[src/rtl/cohort_noc1_req_queue.sv]
// ---------------------------------------------------------------------------
// cohort_noc1_req_queue
//
// In-order request buffer between the cohort engine's noc1buffer_* outputs
// and the DCP NoC1 encoder. It absorbs encoder backpressure in a small FIFO
// and limits the number of requests in flight with an issue-credit counter.
// Each NoC2 response valid returns one credit.
//
// Ports
//   clk, rst            clock, asynchronous active-high reset
//   in_val / in_rdy     request handshake from the cohort engine
//   in_*                request payload (type, mshrid, address, size,
//                       two data words, AMO write mask)
//   out_val / out_rdy   request handshake toward the NoC1 encoder
//   out_*               payload of the head entry
//   resp_val            one NoC2 response returned (one credit back)
//   occupancy           number of entries held
//   credits             issue credits currently available
//   credit_err          sticky: a response arrived with nothing outstanding
// ---------------------------------------------------------------------------
module cohort_noc1_req_queue #(
    parameter int DEPTH           = 4,
    parameter int MAX_OUTSTANDING = 4,
    parameter int TYPE_W          = 8,
    parameter int MSHRID_W        = 8,
    parameter int PADDR_W         = 40,
    parameter int MASK_W          = 8
) (
    input  logic                       clk,
    input  logic                       rst,

    input  logic                       in_val,
    output logic                       in_rdy,
    input  logic [TYPE_W-1:0]          in_type,
    input  logic [MSHRID_W-1:0]        in_mshrid,
    input  logic [PADDR_W-1:0]         in_address,
    input  logic [2:0]                 in_size,
    input  logic [63:0]                in_data_0,
    input  logic [63:0]                in_data_1,
    input  logic [MASK_W-1:0]          in_write_mask,

    output logic                       out_val,
    input  logic                       out_rdy,
    output logic [TYPE_W-1:0]          out_type,
    output logic [MSHRID_W-1:0]        out_mshrid,
    output logic [PADDR_W-1:0]         out_address,
    output logic [2:0]                 out_size,
    output logic [63:0]                out_data_0,
    output logic [63:0]                out_data_1,
    output logic [MASK_W-1:0]          out_write_mask,

    input  logic                       resp_val,
    output logic [$clog2(DEPTH):0]     occupancy,
    output logic [3:0]                 credits,
    output logic                       credit_err
);

    localparam int PTR_W = $clog2(DEPTH);
    localparam int CNT_W = PTR_W + 1;
    localparam int PL_W  = TYPE_W + MSHRID_W + PADDR_W + 3 + 64 + 64 + MASK_W;

    localparam logic [CNT_W-1:0] DEPTH_C  = CNT_W'(DEPTH);
    localparam logic [3:0]       MAX_CRED = 4'(MAX_OUTSTANDING);

    // Payload storage is datapath only and carries no reset.
    logic [PL_W-1:0] mem_q [DEPTH];

    logic [CNT_W-1:0] count_q, count_d;
    logic [PTR_W-1:0] rd_ptr_q, rd_ptr_d;
    logic [PTR_W-1:0] wr_ptr_q, wr_ptr_d;
    logic [3:0]       credits_q, credits_d;
    logic             credit_err_q, credit_err_d;

    logic             enq;
    logic             deq;
    logic [PL_W-1:0]  in_payload;
    logic [PL_W-1:0]  head_payload;

    assign in_payload = {in_type, in_mshrid, in_address, in_size,
                         in_data_0, in_data_1, in_write_mask};
    assign head_payload = mem_q[rd_ptr_q];

    // in_rdy looks only at the registered count, never at out_rdy, so a
    // full queue does not accept even when the head is leaving this cycle.
    assign in_rdy  = !rst && (count_q < DEPTH_C);
    assign out_val = (count_q != '0) && (credits_q != 4'd0);

    assign enq = in_val && in_rdy;
    assign deq = out_val && out_rdy;

    assign {out_type, out_mshrid, out_address, out_size,
            out_data_0, out_data_1, out_write_mask} = head_payload;

    assign occupancy  = count_q;
    assign credits    = credits_q;
    assign credit_err = credit_err_q;

    always_comb begin
        count_d      = count_q;
        rd_ptr_d     = rd_ptr_q;
        wr_ptr_d     = wr_ptr_q;
        credits_d    = credits_q;
        credit_err_d = credit_err_q;

        // Pointers wrap by natural overflow (DEPTH is a power of two).
        if (enq) begin
            wr_ptr_d = wr_ptr_q + PTR_W'(1);
        end
        if (deq) begin
            rd_ptr_d = rd_ptr_q + PTR_W'(1);
        end

        case ({enq, deq})
            2'b10:   count_d = count_q + CNT_W'(1);
            2'b01:   count_d = count_q - CNT_W'(1);
            default: count_d = count_q;
        endcase

        // An issue and a response in the same cycle cancel out. A response
        // with every credit already home is an accounting error: hold the
        // counter and flag it until the next reset.
        if (deq && !resp_val) begin
            credits_d = credits_q - 4'd1;
        end else if (resp_val && !deq) begin
            if (credits_q == MAX_CRED) begin
                credit_err_d = 1'b1;
            end else begin
                credits_d = credits_q + 4'd1;
            end
        end
    end

    always_ff @(posedge clk or posedge rst) begin
        if (rst) begin
            count_q      <= '0;
            rd_ptr_q     <= '0;
            wr_ptr_q     <= '0;
            credits_q    <= MAX_CRED;
            credit_err_q <= 1'b0;
        end else begin
            count_q      <= count_d;
            rd_ptr_q     <= rd_ptr_d;
            wr_ptr_q     <= wr_ptr_d;
            credits_q    <= credits_d;
            credit_err_q <= credit_err_d;
        end
    end

    // enq already excludes reset, so no write lands while rst is high.
    always_ff @(posedge clk) begin
        if (enq) begin
            mem_q[wr_ptr_q] <= in_payload;
        end
    end

endmodule
[config.mk]
export PLATFORM = sky130hd
export DESIGN_NAME = cohort_noc1_req_queue
export DESIGN_NICKNAME = d
export VERILOG_FILES = /design/src/rtl/cohort_noc1_req_queue.sv
export SDC_FILE = /design/constraint.sdc
export NUM_CORES = 1
export LEC_CHECK = 0
export CORE_ASPECT_RATIO = 2
export CORE_MARGIN = 4
export CORE_UTILIZATION = 41
export CTS_CLUSTER_DIAMETER = 80
export DETAILED_ROUTE_END_ITERATION = 10
export PLACE_DENSITY = 0.62
export SYNTH_ARGS = -nofsm -noshare
export SYNTH_HDL_FRONTEND = slang
export SYNTH_SLANG_ARGS = --single-unit
[constraint.sdc]
create_clock -name clk -period 12.6 [get_ports clk]
set_input_delay 2.52 -clock clk [delete_from_list [all_inputs] [get_ports clk]]
set_output_delay 2.52 -clock clk [all_outputs]
set_load 0.01 [all_outputs]
Word-level counts from Yosys, hierarchy flattened
Memory sizes are Yosys's and may differ from the RTL's.
Cells that the tools add are included.
{"block": "op_classes", "multipliers": 0, "addsub": 6, "bitwise_logic": 1, "reduce_logical": 15, "n_shift": 0, "div_mod_pow": 0, "magnitude_cmp": 1, "muxes": 6, "n_eq_ne": 4}
{"operator": "2-to-1 mux 4 bit", "count": 3}
{"operator": "logical AND 1 bit", "count": 6}
{"operator": "one-hot mux 3 bit (2 select lines)", "count": 1}
{"operator": "adder 2 x 1 -> 2 bit, second input constant", "count": 2}
{"operator": "adder 4 x 1 -> 4 bit, second input constant", "count": 1}
{"operator": "== test 4 x 3 -> 1 bit, second input constant", "count": 1}
{"operator": "nonzero test 2 bit", "count": 2}
{"operator": "nonzero test 4 bit", "count": 1}
{"operator": "subtractor 4 x 1 -> 4 bit, second input constant", "count": 1}
{"operator": "adder 3 x 1 -> 3 bit, second input constant", "count": 1}
{"operator": "logical NOT 1 bit", "count": 3}
{"operator": "less-than comparator 3 bit, second input constant", "count": 1}
{"operator": "AND reduction 3 bit", "count": 1}
{"operator": "nonzero test 3 bit", "count": 1}
{"operator": "subtractor 3 x 1 -> 3 bit, second input constant", "count": 1}
{"operator": "== test 2 x 1 -> 1 bit, second input constant", "count": 1}
{"operator": "== test 2 bit, second input constant", "count": 1}
{"operator": "2-to-1 mux 1 bit", "count": 2}
{"operator": "!= test 2 bit, second input constant", "count": 1}
{"operator": "AND reduction 2 bit", "count": 1}
{"operator": "NOT 1 bit", "count": 1}
{"block": "word_totals", "latchBits": 0, "wordCells": 39, "register_bits": 12, "n_memories": 1, "input_bits": 200, "rom_bits": 0, "out_inout_bits": 205, "ramBits": 780}
{"memory": "mem_q", "words": 4, "word_bits": 195, "read_ports": 1, "rd_clocked_by_memory_dff": 0, "write_ports": 1, "line_no": "66", "rtl": "logic [PL_W-1:0] mem_q [DEPTH];"}

Longest topological paths before layout
Gate-level depths: netlist of the first run.
{"block": "depth", "ltp_word": 7, "mapped_depth": 10, "ltp_nobuf": 10}

Least setup slack after synthesis of the first run
OpenSTA, ideal clock, no wires.
{"block": "synth_path", "path_kind": "input to register", "start": "in rst", "end": "mem mem_q[0][0] in the netlist's numbering, enable pin", "slack_ns": 4.659, "arrival_ns": 7.360, "setup_ns": 0.581, "t_required_ns": 12.019, "cell_stages": 2, "path_buffers": 0, "path_cell_list": "nor2_1 > and3_1"}
{"block": "synth_between", "elab_chain_cells": 5}
{"element": "start: declaration", "line_no": "30", "rtl": "input logic rst,"}
{"element": "logical NOT 1 bit (no source line)"}
{"element": "logical AND 1 bit", "line_no": "85", "rtl": "assign in_rdy = !rst && (count_q < DEPTH_C);"}
{"element": "logical AND 1 bit", "line_no": "88", "rtl": "assign enq = in_val && in_rdy;"}
{"element": "2-to-1 mux 1 bit", "line_no": "151", "rtl": "if (enq) begin"}
{"element": "2-to-1 mux 1 bit (not written as such)", "line_no": "152", "rtl": "mem_q[wr_ptr_q] <= in_payload;"}
{"element": "end: declaration", "line_no": "66"}
No other way between the ends.

Worst setup path in the final report of the first run
{"block": "layout_path", "start": "reg rd_ptr_q[0]", "end": "out out_data_1[54]"}
{"block": "layout_between", "elab_chain_cells": 1}
{"element": "start: declaration", "line_no": "69", "rtl": "logic [PTR_W-1:0] rd_ptr_q, rd_ptr_d;"}
{"element": "start signal: assignment", "line_no": "142", "rtl": "rd_ptr_q <= rd_ptr_d;"}
{"element": "memory read (4 x 195 bit)"}
{"element": "end: declaration", "line_no": "49", "rtl": "output logic [63:0] out_data_1,"}
No other way between the ends.

==> results of run 1 <==
==> state kept, by name (all words and copies together), names as in the netlist <==
name / cells
mem_q: 780
credits: 4
occupancy: 3
rd_ptr_q: 2
wr_ptr_q: 2
credit_err: 1
==> cell families (layout without fill, tap and decap cells) <==
kind of cell / after synthesis / after routing / share of synthesized area (%)
other: 0 / 6 / 0
adders and majority gates: 11 / 11 / 0.529
muxes: 198 / 198 / 15.3
xor gates and xnor gates: 9 / 9 / 0.273
DFF: 792 / 792 / 82.2
and+or+nand+nor: 17 / 17 / 0.351
AOI/OAI and AO/OA: 6 / 6 / 0.121
buffers and inverters: 56 / 561 / 1.24
==> routing by layer <==
metal / global-route usage [%] / part of all wire (%)
met5: 0 / 0.036
met4: 6.39 / 2.5
met3: 5.49 / 8.6
met2: 27.2 / 51
met1: 20.1 / 38
==> metrics by stage <==
step / hold slack [ns] / cell area (sq um) / power, uW
2_1_floorplan: 0.493 / 28900 / 4580
3_3_place_gp: 0.446 / 33900 / 5690
3_5_place_dp: 0.458 / 33900 / 5710
4_1_cts: 0.468 / 36100 / 7810
5_1_grt: 0.504 / 36100 / 8020
6_report: 0.465 / 36100 / 7650
==> final cells by class <==
type / instances / area (sq um) / area share, %
Antenna cell: 6 / 15.0 / 0.0415
Clock buffer: 89 / 1910 / 5.28
Clock inverter: 38 / 317 / 0.876
Inverter: 12 / 45.0 / 0.125
Multi-Input combinational cell: 241 / 4810 / 13.3
Sequential cell: 792 / 23700 / 65.7
Tap cell: 903 / 1130 / 3.13
Timing Repair Buffer: 422 / 4190 / 11.6
==> worst max-delay path: cells and delay by family (launching register included) <==
family,cells,cell delay (ns)
muxes,1,0.65
DFF,1,0.78
buffers and inverters,3,2.10
==> how the worst max path moves through the flow <==
stage,to,cells after the start,startpoint
after detailed placement,in_rdy,3,rst
final,out_data_1[54],4,rd_ptr_q[0]
after global placement,in_rdy,3,rst
after floorplan,mem_q[0][0],2,rst
after CTS,out_data_1[34],4,rd_ptr_q[0]
after global routing,out_data_1[60],4,rd_ptr_q[0]
==> placed cells by master (no fill, tap or decap), drive strengths merged, types with 4 or more instances in the layout <==
| cell type | n |
|---|---|
| edfxtp | 780 |
| clkdlybuf4s50 | 404 |
| xnor2 | 6 |
| nor2 | 5 |
| buf | 18 |
| and3 | 4 |
| clkbuf | 89 |
| dfrtp | 11 |
| diode | 6 |
| clkinv | 27 |
| inv | 16 |
| mux4 | 195 |
| ha | 9 |
| bufinv | 4 |
==> power by group through the flow <==
stage	logic, uW	registers [uW]	clock network, uW
after floorplan	1320	3260	0
after global placement	2420	3270	0
after detailed placement	2430	3280	0
after CTS	2440	3230	2150
after global routing	2530	3240	2260
final	2360	3220	2070
==> results.sh, run 1 <==
export IMPL_outcome="finished clean"
export IMPL_startpoint_type="flip-flop"
export IMPL_fmax_mhz=147
export IMPL_synth_edf_count=780
export IMPL_die_area_sq_mm=0.0750
export IMPL_end_kind="primary output"
export IMPL_p_sw_uw=2080
export IMPL_slew_violations=0
export IMPL_seq_area_frac_synth_pct=82.2
export IMPL_r2r_slack_ns=8.98
export IMPL_place_inst=2370
export IMPL_cts_made_buffers=71
export IMPL_drcViolationCount=0
export IMPL_pin_count=405
export IMPL_p_clk_share_pct=27.1
export IMPL_cts_buffer_depth=3
export IMPL_setup_tns_ns=0
export IMPL_clk_latency_ns=0.63
export IMPL_drt_wl_total_um=60800
export IMPL_place_hpwl_um=37400
export IMPL_clkSinkCount=792
export IMPL_critical_path_required_ns=10.08
export IMPL_ant_nets=0
export IMPL_timing_final_crit_share_pct=54.0
export IMPL_intPower_uw=5580
export IMPL_die_h_um=383
export IMPL_grt_pass1_vias=14167
export IMPL_dr_first_iter_drc_count=721
export IMPL_track_usage_pct=16.4
export IMPL_area_delta_synth_final_pct=25.2
export IMPL_power_density_mw_per_mm2=212
export IMPL_die_w_um=196
export IMPL_hold_buffers=0
export IMPL_synth_async_reset_ratio_pct=1.52
export IMPL_max_cap_violations=0
export IMPL_reg2reg_to="mem_q[1][117]"
export IMPL_io_buffer_count=404
export IMPL_synth_commonest_cells="edfxtp_1 (780), mux4_2 (195), buf_2 (22), buf_6 (16), inv_1 (12)"
export IMPL_hp_class="flip-flop to flip-flop"
export IMPL_mappedNetlistNets=1300
export IMPL_place_gp_congestion=0.740
export IMPL_cts_tree="yes"
export IMPL_wire_per_inst_um=24.3
export IMPL_power_leakage_uw=0.0114
export IMPL_rr_worst_depth=4
export IMPL_cts_root_buf="clkbuf_16"
export IMPL_yosysTopAreaCell="edfxtp_1"
export IMPL_synth_top_area_share_pct=81.1
export IMPL_h_tree_depth=3
export IMPL_finalClockSkew_ns=0.0265
export IMPL_fillerInstances=5413
export IMPL_grt_max_degree=88
export IMPL_worstMarginPinSlew_ns=1.14
export IMPL_min_path_cells=1
export IMPL_grt_pass1_wl_um=92300
export IMPL_grt_setup_unrepaired="no"
export IMPL_syn_area_per_cell_sq_um=26.5
export IMPL_worst_slack_ns=5.80
export IMPL_holdPathEnd="credit_err"
export IMPL_nets=1751
export IMPL_dr_total_vias=12927
export IMPL_timing_rr_start="occupancy[2]"
export IMPL_ys_ff_latch=792
export IMPL_cts_resized=0
export IMPL_period_minus_slack_ns=6.80
export IMPL_final_util_pct=51.8
export IMPL_core_area_sq_mm=0.0698
export IMPL_finalHoldViolations=0
export IMPL_min_from="credit_err"
export IMPL_final_layout_size_suffix_gt1_share_pct=19.9
export IMPL_first_pass_iters=4
export IMPL_rows=137
export IMPL_slew_headroom_pct=23.7
export IMPL_synth_area_sq_mm=0.0289
export IMPL_postCtsSetupBuffers=0
export IMPL_cp_arrival_ns=4.28
export IMPL_ys_warnings_count=0
export IMPL_p_sw_share_pct=27.1
export IMPL_viasPerCell=5.16
export IMPL_place_ws_ns=6.20
export IMPL_cpMostUsedCell="buf_4"
export IMPL_crit_fanout=44
export IMPL_critical_path_class="flip-flop to primary output"
export IMPL_worstPathCellList="buf_4 -> buf_4 -> mux4_2 -> clkdlybuf4s50_1"
export IMPL_finalSetupViolations=0
export IMPL_antenna_found_initial=9
export IMPL_max_stage_delay_ns=0.83
export IMPL_crit_slowest_cell="buf_4"
export IMPL_synth_flop_cell="edfxtp_1"
export IMPL_seq_power_share_pct=42.1
export IMPL_synth_area_leaders="edfxtp_1 (81%), mux4_2 (15%), dfrtp_1 (0.95%)"
export IMPL_yosysMostFrequentCell="edfxtp_1"
export IMPL_path_clk_slew_ns=0.06
export IMPL_synth_cell_types=24
export IMPL_p_comb_share_pct=30.8
export IMPL_overflow=0
export IMPL_start_util_pct=41.4
export IMPL_instances_no_fill=2503
export IMPL_vdd_drop_max_v=0.000154
export IMPL_syn_inst=1089
(Power assumes the default switching activity.)
==> run 2: changes to the inputs <==
Clock period 12.6 ns to 6.8 ns, I/O delays scaled along.
==> run 2 against run 1 <==
  * Count of clock-buffer cells in the layout down 4
  * Highest routed layer unchanged
  * Sequential power up 85%
  * Register-to-register slack worse by 4.9 ns
  * Die area unchanged
  * Largest cell class unchanged
  * Critical path type unchanged
  * Critical endpoint is now out_data_1[9]
  * Sequential share of layout area down 0.46 points
==> results.sh, run 2 (synthesis gave the netlist of run 1 again) <==
export IMPL_power_leakage_uw=0.0115
export IMPL_startpoint_type="flip-flop"
export IMPL_die_area_sq_mm=0.0750
export IMPL_most_common_layout_cells="edfxtp_1 (780), clkdlybuf4s50_1 (404), mux4_2 (195)"
export IMPL_ant_nets=0
export IMPL_final_common_cell="edfxtp_1"
export IMPL_slew_headroom_pct=25.6
export IMPL_critical_path_class="flip-flop to primary output"
export IMPL_postCtsSetupBuffers=0
export IMPL_period_minus_slack_ns=4.60
export IMPL_cp_arrival_ns=3.24
export IMPL_rows=137
export IMPL_drt_wl_total_um=59700
export IMPL_hp_class="flip-flop to flip-flop"
export IMPL_cts_resized=0
export IMPL_max_cap_violations=0
export IMPL_cts_tree="yes"
export IMPL_area_delta_synth_final_pct=26.1
export IMPL_io_buffer_count=404
export IMPL_nets=1748
export IMPL_cts_buffer_depth=3
export IMPL_slew_violations=0
export IMPL_dr_first_iter_drc_count=669
export IMPL_drcViolationCount=0
export IMPL_pin_count=405
export IMPL_fillerInstances=5382
export IMPL_place_hpwl_um=36000
export IMPL_die_h_um=383
export IMPL_grt_setup_unrepaired="no"
export IMPL_wire_per_inst_um=23.9
export IMPL_timing_final_crit_share_pct=67.6
export IMPL_viasPerCell=5.16
export IMPL_final_layout_size_suffix_gt1_share_pct=20.4
export IMPL_top_register="mem_q"
export IMPL_end_kind="primary output"
export IMPL_h_tree_depth=3
export IMPL_track_usage_pct=16.1
export IMPL_grt_pass1_vias=14004
export IMPL_overflow=0
export IMPL_antenna_found_initial=11
export IMPL_hold_buffers=0
export IMPL_core_area_sq_mm=0.0698
export IMPL_holdWs_ns=0.483
export IMPL_crit_fanout=61
export IMPL_grt_max_degree=122
export IMPL_worstMarginPinSlew_ns=1.12
export IMPL_cts_root_buf="clkbuf_16"
export IMPL_finalSetupViolations=0
export IMPL_min_path_cells=1
export IMPL_power_density_mw_per_mm2=397
export IMPL_cts_made_buffers=71
export IMPL_critical_path_required_ns=5.44
export IMPL_place_gp_congestion=0.736
export IMPL_outcome="finished clean"
export IMPL_die_w_um=196
export IMPL_start_util_pct=41.4
export IMPL_rr_worst_depth=3
export IMPL_finalHoldViolations=0
export IMPL_first_pass_iters=4
export IMPL_dr_total_vias=12889
export IMPL_setup_tns_ns=0
export IMPL_vdd_drop_max_v=0.000316
export IMPL_fmax_mhz=218
export IMPL_grt_pass1_wl_um=90500
export IMPL_clkSinkCount=792
export IMPL_finalClockSkew_ns=0.0262
export IMPL_clk_latency_ns=0.63
export IMPL_largest_reg_flops=780
export IMPL_path_clk_slew_ns=0.07
-- run 2: cell count changes in the layout (fill, tap and decap cells not counted), sizes merged --
cell	delta
buf	-3
bufinv	+5
clkbuf	-4
clkinvlp	-1
-- run 2: critical path, stage by stage, from the launching register on --
cell	delay, ns
dfrtp_4	0.86
buf_12	0.46
mux4_2	0.57
clkdlybuf4s50_1	0.55
-- run 2: metrics by stage --
step                      instances  setup slack [ns]  utilization [%]  instance area (sq um)  total power [uW]
after global placement         2367              2.73             48.7                  34000             10600
after floorplan                1089            0.0192                -                  28900              8480
after CTS                      2494              2.03             52.2                  36400             14800
final                          2500              2.20             52.2                  36400             14500
after global routing           2496              1.91             52.2                  36400             15200
after detailed placement       2367              2.73             48.7                  34000             10600
-- run 2: power by group --
group / switching (uW) / internal, uW / leakage (uW)
Clock: 1710 / 2390 / 0.00117
Sequential: 194 / 5780 / 0.00718
Combinational: 1960 / 2430 / 0.00318
Total: 3860 / 10600 / 0.0115
-- run 2: layer usage --
metal	share of wire (%)	wire (um)	vias to the layer above	global-route usage [%]
met5	0.057	34	-	0
met4	2.1	1280	6	4.77
met3	9.6	5750	80	7.05
met2	50	30100	434	26.0
met1	38	22600	6762	19.7
li1	-	-	5607	-
-- run 2: layout make-up --
type	count	area, sq um	share of cell area, %
Sequential cell	792	23700	65.2
Clock buffer	85	1940	5.32
Antenna cell	6	15.0	0.0412
Clock inverter	42	463	1.27
Inverter	12	45.0	0.124
Multi-Input combinational cell	241	4810	13.2
Timing Repair Buffer	419	4270	11.7
Tap cell	903	1130	3.10
-- run 2: path summary, 6_finish.rpt --
| kind | endpoint | from | slack [ns] |
|---|---|---|---|
| max | out_data_1[9] | rd_ptr_q[0] | 2.20 |
| min | credit_err | credit_err | 0.48 |
| max in group asynchronous | rd_ptr_q[0] | rst | 5.31 |
| min reg2reg | credit_err | credit_err | 0.48 |
| max reg2reg | mem_q[2][132] | occupancy[2] | 4.11 |
| min in group asynchronous | credits[3] | rst | 1.10 |
==> run 3: changes to the inputs <==
Clock period 6.8 ns to 4.8 ns, I/O delays scaled along.
==> run 3 against run 2 <==
  * Count of clock-buffer cells in the layout shrank 5
  * Combinational power grew 46%
  * Power grew 43%
  * First-iteration DRC count grew 7.3%
  * Via count grew 1.7%
  * Register-to-register slack lost 1.7 ns
  * Setup slack lost 1.5 ns
  * Non-clock buffer count grew 37
  * Final cell count grew 1.4%
  * Die area is the same
  * Critical path type unchanged
  * Critical endpoint is now out_address[34]
  * Highest routed layer unchanged
==> results.sh, run 3 (synthesis gave the netlist of run 1 again) <==
export IMPL_timing_rr_start="credits[0]"
export IMPL_overflow=0
export IMPL_path_clk_slew_ns=0.07
export IMPL_outcome="finished clean"
export IMPL_die_w_um=196
export IMPL_intPower_uw=15100
export IMPL_crit_buf_inv=2
export IMPL_max_cap_violations=0
export IMPL_die_h_um=383
export IMPL_track_usage_pct=17.3
export IMPL_slew_violations=0
export IMPL_largest_reg_flops=780
export IMPL_holdPathEnd="credit_err"
export IMPL_cts_resized=0
export IMPL_dr_total_vias=13104
export IMPL_grt_max_degree=55
export IMPL_p_sw_share_pct=27.0
export IMPL_wire_per_inst_um=25.3
export IMPL_finalHoldViolations=0
export IMPL_area_delta_synth_final_pct=27.2
export IMPL_crit_family="flip-flops"
export IMPL_first_pass_iters=4
export IMPL_period_minus_slack_ns=4.13
export IMPL_clkSinkCount=792
export IMPL_cts_tree="yes"
export IMPL_cp_arrival_ns=3.17
export IMPL_hold_buffers=0
export IMPL_rr_worst_depth=10
export IMPL_grt_pass1_wl_um=96400
export IMPL_power_leakage_uw=0.0117
export IMPL_reg2reg_to="credits[3]"
export IMPL_worst_slack_ns=0.673
export IMPL_drt_wl_total_um=64000
export IMPL_drcViolationCount=0
export IMPL_core_area_sq_mm=0.0698
export IMPL_place_inst=2404
export IMPL_startpoint_type="flip-flop"
export IMPL_grt_pass1_vias=14521
export IMPL_setup_tns_ns=0
export IMPL_end_kind="primary output"
export IMPL_crit_fanout=37
export IMPL_place_gp_congestion=0.734
export IMPL_place_hpwl_um=42000
export IMPL_top_register="mem_q"
export IMPL_place_area_sq_mm=0.0344
export IMPL_cts_buffer_depth=3
export IMPL_nets=1783
export IMPL_postCtsSetupBuffers=0
export IMPL_io_buffer_count=404
export IMPL_cts_made_buffers=69
export IMPL_place_ws_ns=1.25
export IMPL_slew_headroom_pct=44.7
export IMPL_worstPathCellList="buf_4 -> mux4_2 -> clkdlybuf4s50_1"
export IMPL_timing_final_crit_share_pct=86.0
export IMPL_min_from="credit_err"
export IMPL_p_comb_share_pct=31.0
export IMPL_clk_latency_ns=0.64
export IMPL_critical_path_required_ns=3.84
export IMPL_rows=137
export IMPL_antenna_found_initial=11
export IMPL_ant_nets=0
export IMPL_h_tree_depth=3
export IMPL_finalClockSkew_ns=0.0219
export IMPL_cts_root_buf="clkbuf_16"
export IMPL_power_density_mw_per_mm2=563
export IMPL_min_path_cells=1
export IMPL_crit_slowest_cell="dfrtp_4"
export IMPL_fmax_mhz=242
export IMPL_seq_power_share_pct=41.2
export IMPL_final_common_cell="edfxtp_1"
export IMPL_viasPerCell=5.17
export IMPL_worstMarginPinSlew_ns=0.830
export IMPL_critical_path_class="flip-flop to primary output"
export IMPL_start_util_pct=41.4
export IMPL_instances_no_fill=2534
export IMPL_p_sw_uw=5590
export IMPL_final_layout_size_suffix_gt1_share_pct=22.0
export IMPL_grt_setup_unrepaired="no"
export IMPL_p_clk_share_pct=27.7
export IMPL_hp_class="flip-flop to flip-flop"
export IMPL_max_stage_delay_ns=0.97
export IMPL_design_area_sq_mm=0.0367
export IMPL_pin_count=405
export IMPL_die_area_sq_mm=0.0750
export IMPL_dr_first_iter_drc_count=718
export IMPL_most_common_layout_cells="edfxtp_1 (780), clkdlybuf4s50_1 (404), mux4_2 (195)"
export IMPL_vdd_drop_max_v=0.000441
export IMPL_finalSetupViolations=0
export IMPL_r2r_slack_ns=2.39
[run 3: cell types whose count changed in the layout (fill, tap and decap cells not counted), sizes merged]
cell,previous run,this run
buf,15,52
clkinv,27,25
inv,16,18
bufinv,9,11
clkbuf,85,80
[run 3: power by group through the flow]
stage	Sequential [uW]	Clock (uW)	Combinational, uW
2_1_floorplan	8490	0	3460
6_report	8530	5730	6420
4_1_cts	8550	5900	6600
3_5_place_dp	8700	0	6570
5_1_grt	8590	6210	6840
3_3_place_gp	8660	0	6560
[run 3: layout make-up]
| class | instances | area [sq um] |
|---|---|---|
| Clock buffer | 80 | 1810 |
| Antenna cell | 6 | 15.0 |
| Sequential cell | 792 | 23700 |
| Inverter | 12 | 45.0 |
| Multi-Input combinational cell | 241 | 4810 |
| Timing Repair Buffer | 456 | 4660 |
| Fill cell | 5363 | 33000 |
| Clock inverter | 44 | 529 |
| Tap cell | 903 | 1130 |
[run 3: per-layer routing]
layer	vias to the layer above	wire [um]	track usage [%]
met1	6929	23400	20.2
met5	-	69	0
li1	5674	-	-
met3	84	5200	6.00
met4	10	1380	5.95
met2	407	34000	29.9
[run 3: through the flow]
| step | hold slack (ns) | power, uW | utilization (%) |
|---|---|---|---|
| 2_1_floorplan | 0.493 | 12000 | - |
| 3_3_place_gp | 0.444 | 15200 | 49.3 |
| 3_5_place_dp | 0.463 | 15300 | 49.3 |
| 4_1_cts | 0.479 | 21100 | 52.6 |
| 5_1_grt | 0.524 | 21600 | 52.6 |
| 6_report | 0.480 | 20700 | 52.6 |
[run 3: how the worst max path moves through the flow]
stage	from	to	depth (start not counted)	slack, ns
finish	rd_ptr_q[0]	out_address[34]	3	0.67
global route	rd_ptr_q[0]	out_mshrid[2]	3	0.46
CTS	rd_ptr_q[0]	out_address[34]	3	0.52
detailed placement	rd_ptr_q[0]	out_mshrid[2]	3	1.25
global placement	rd_ptr_q[0]	out_mshrid[2]	3	1.26
floorplan	rst	mem_q[0][0]	2	0.66
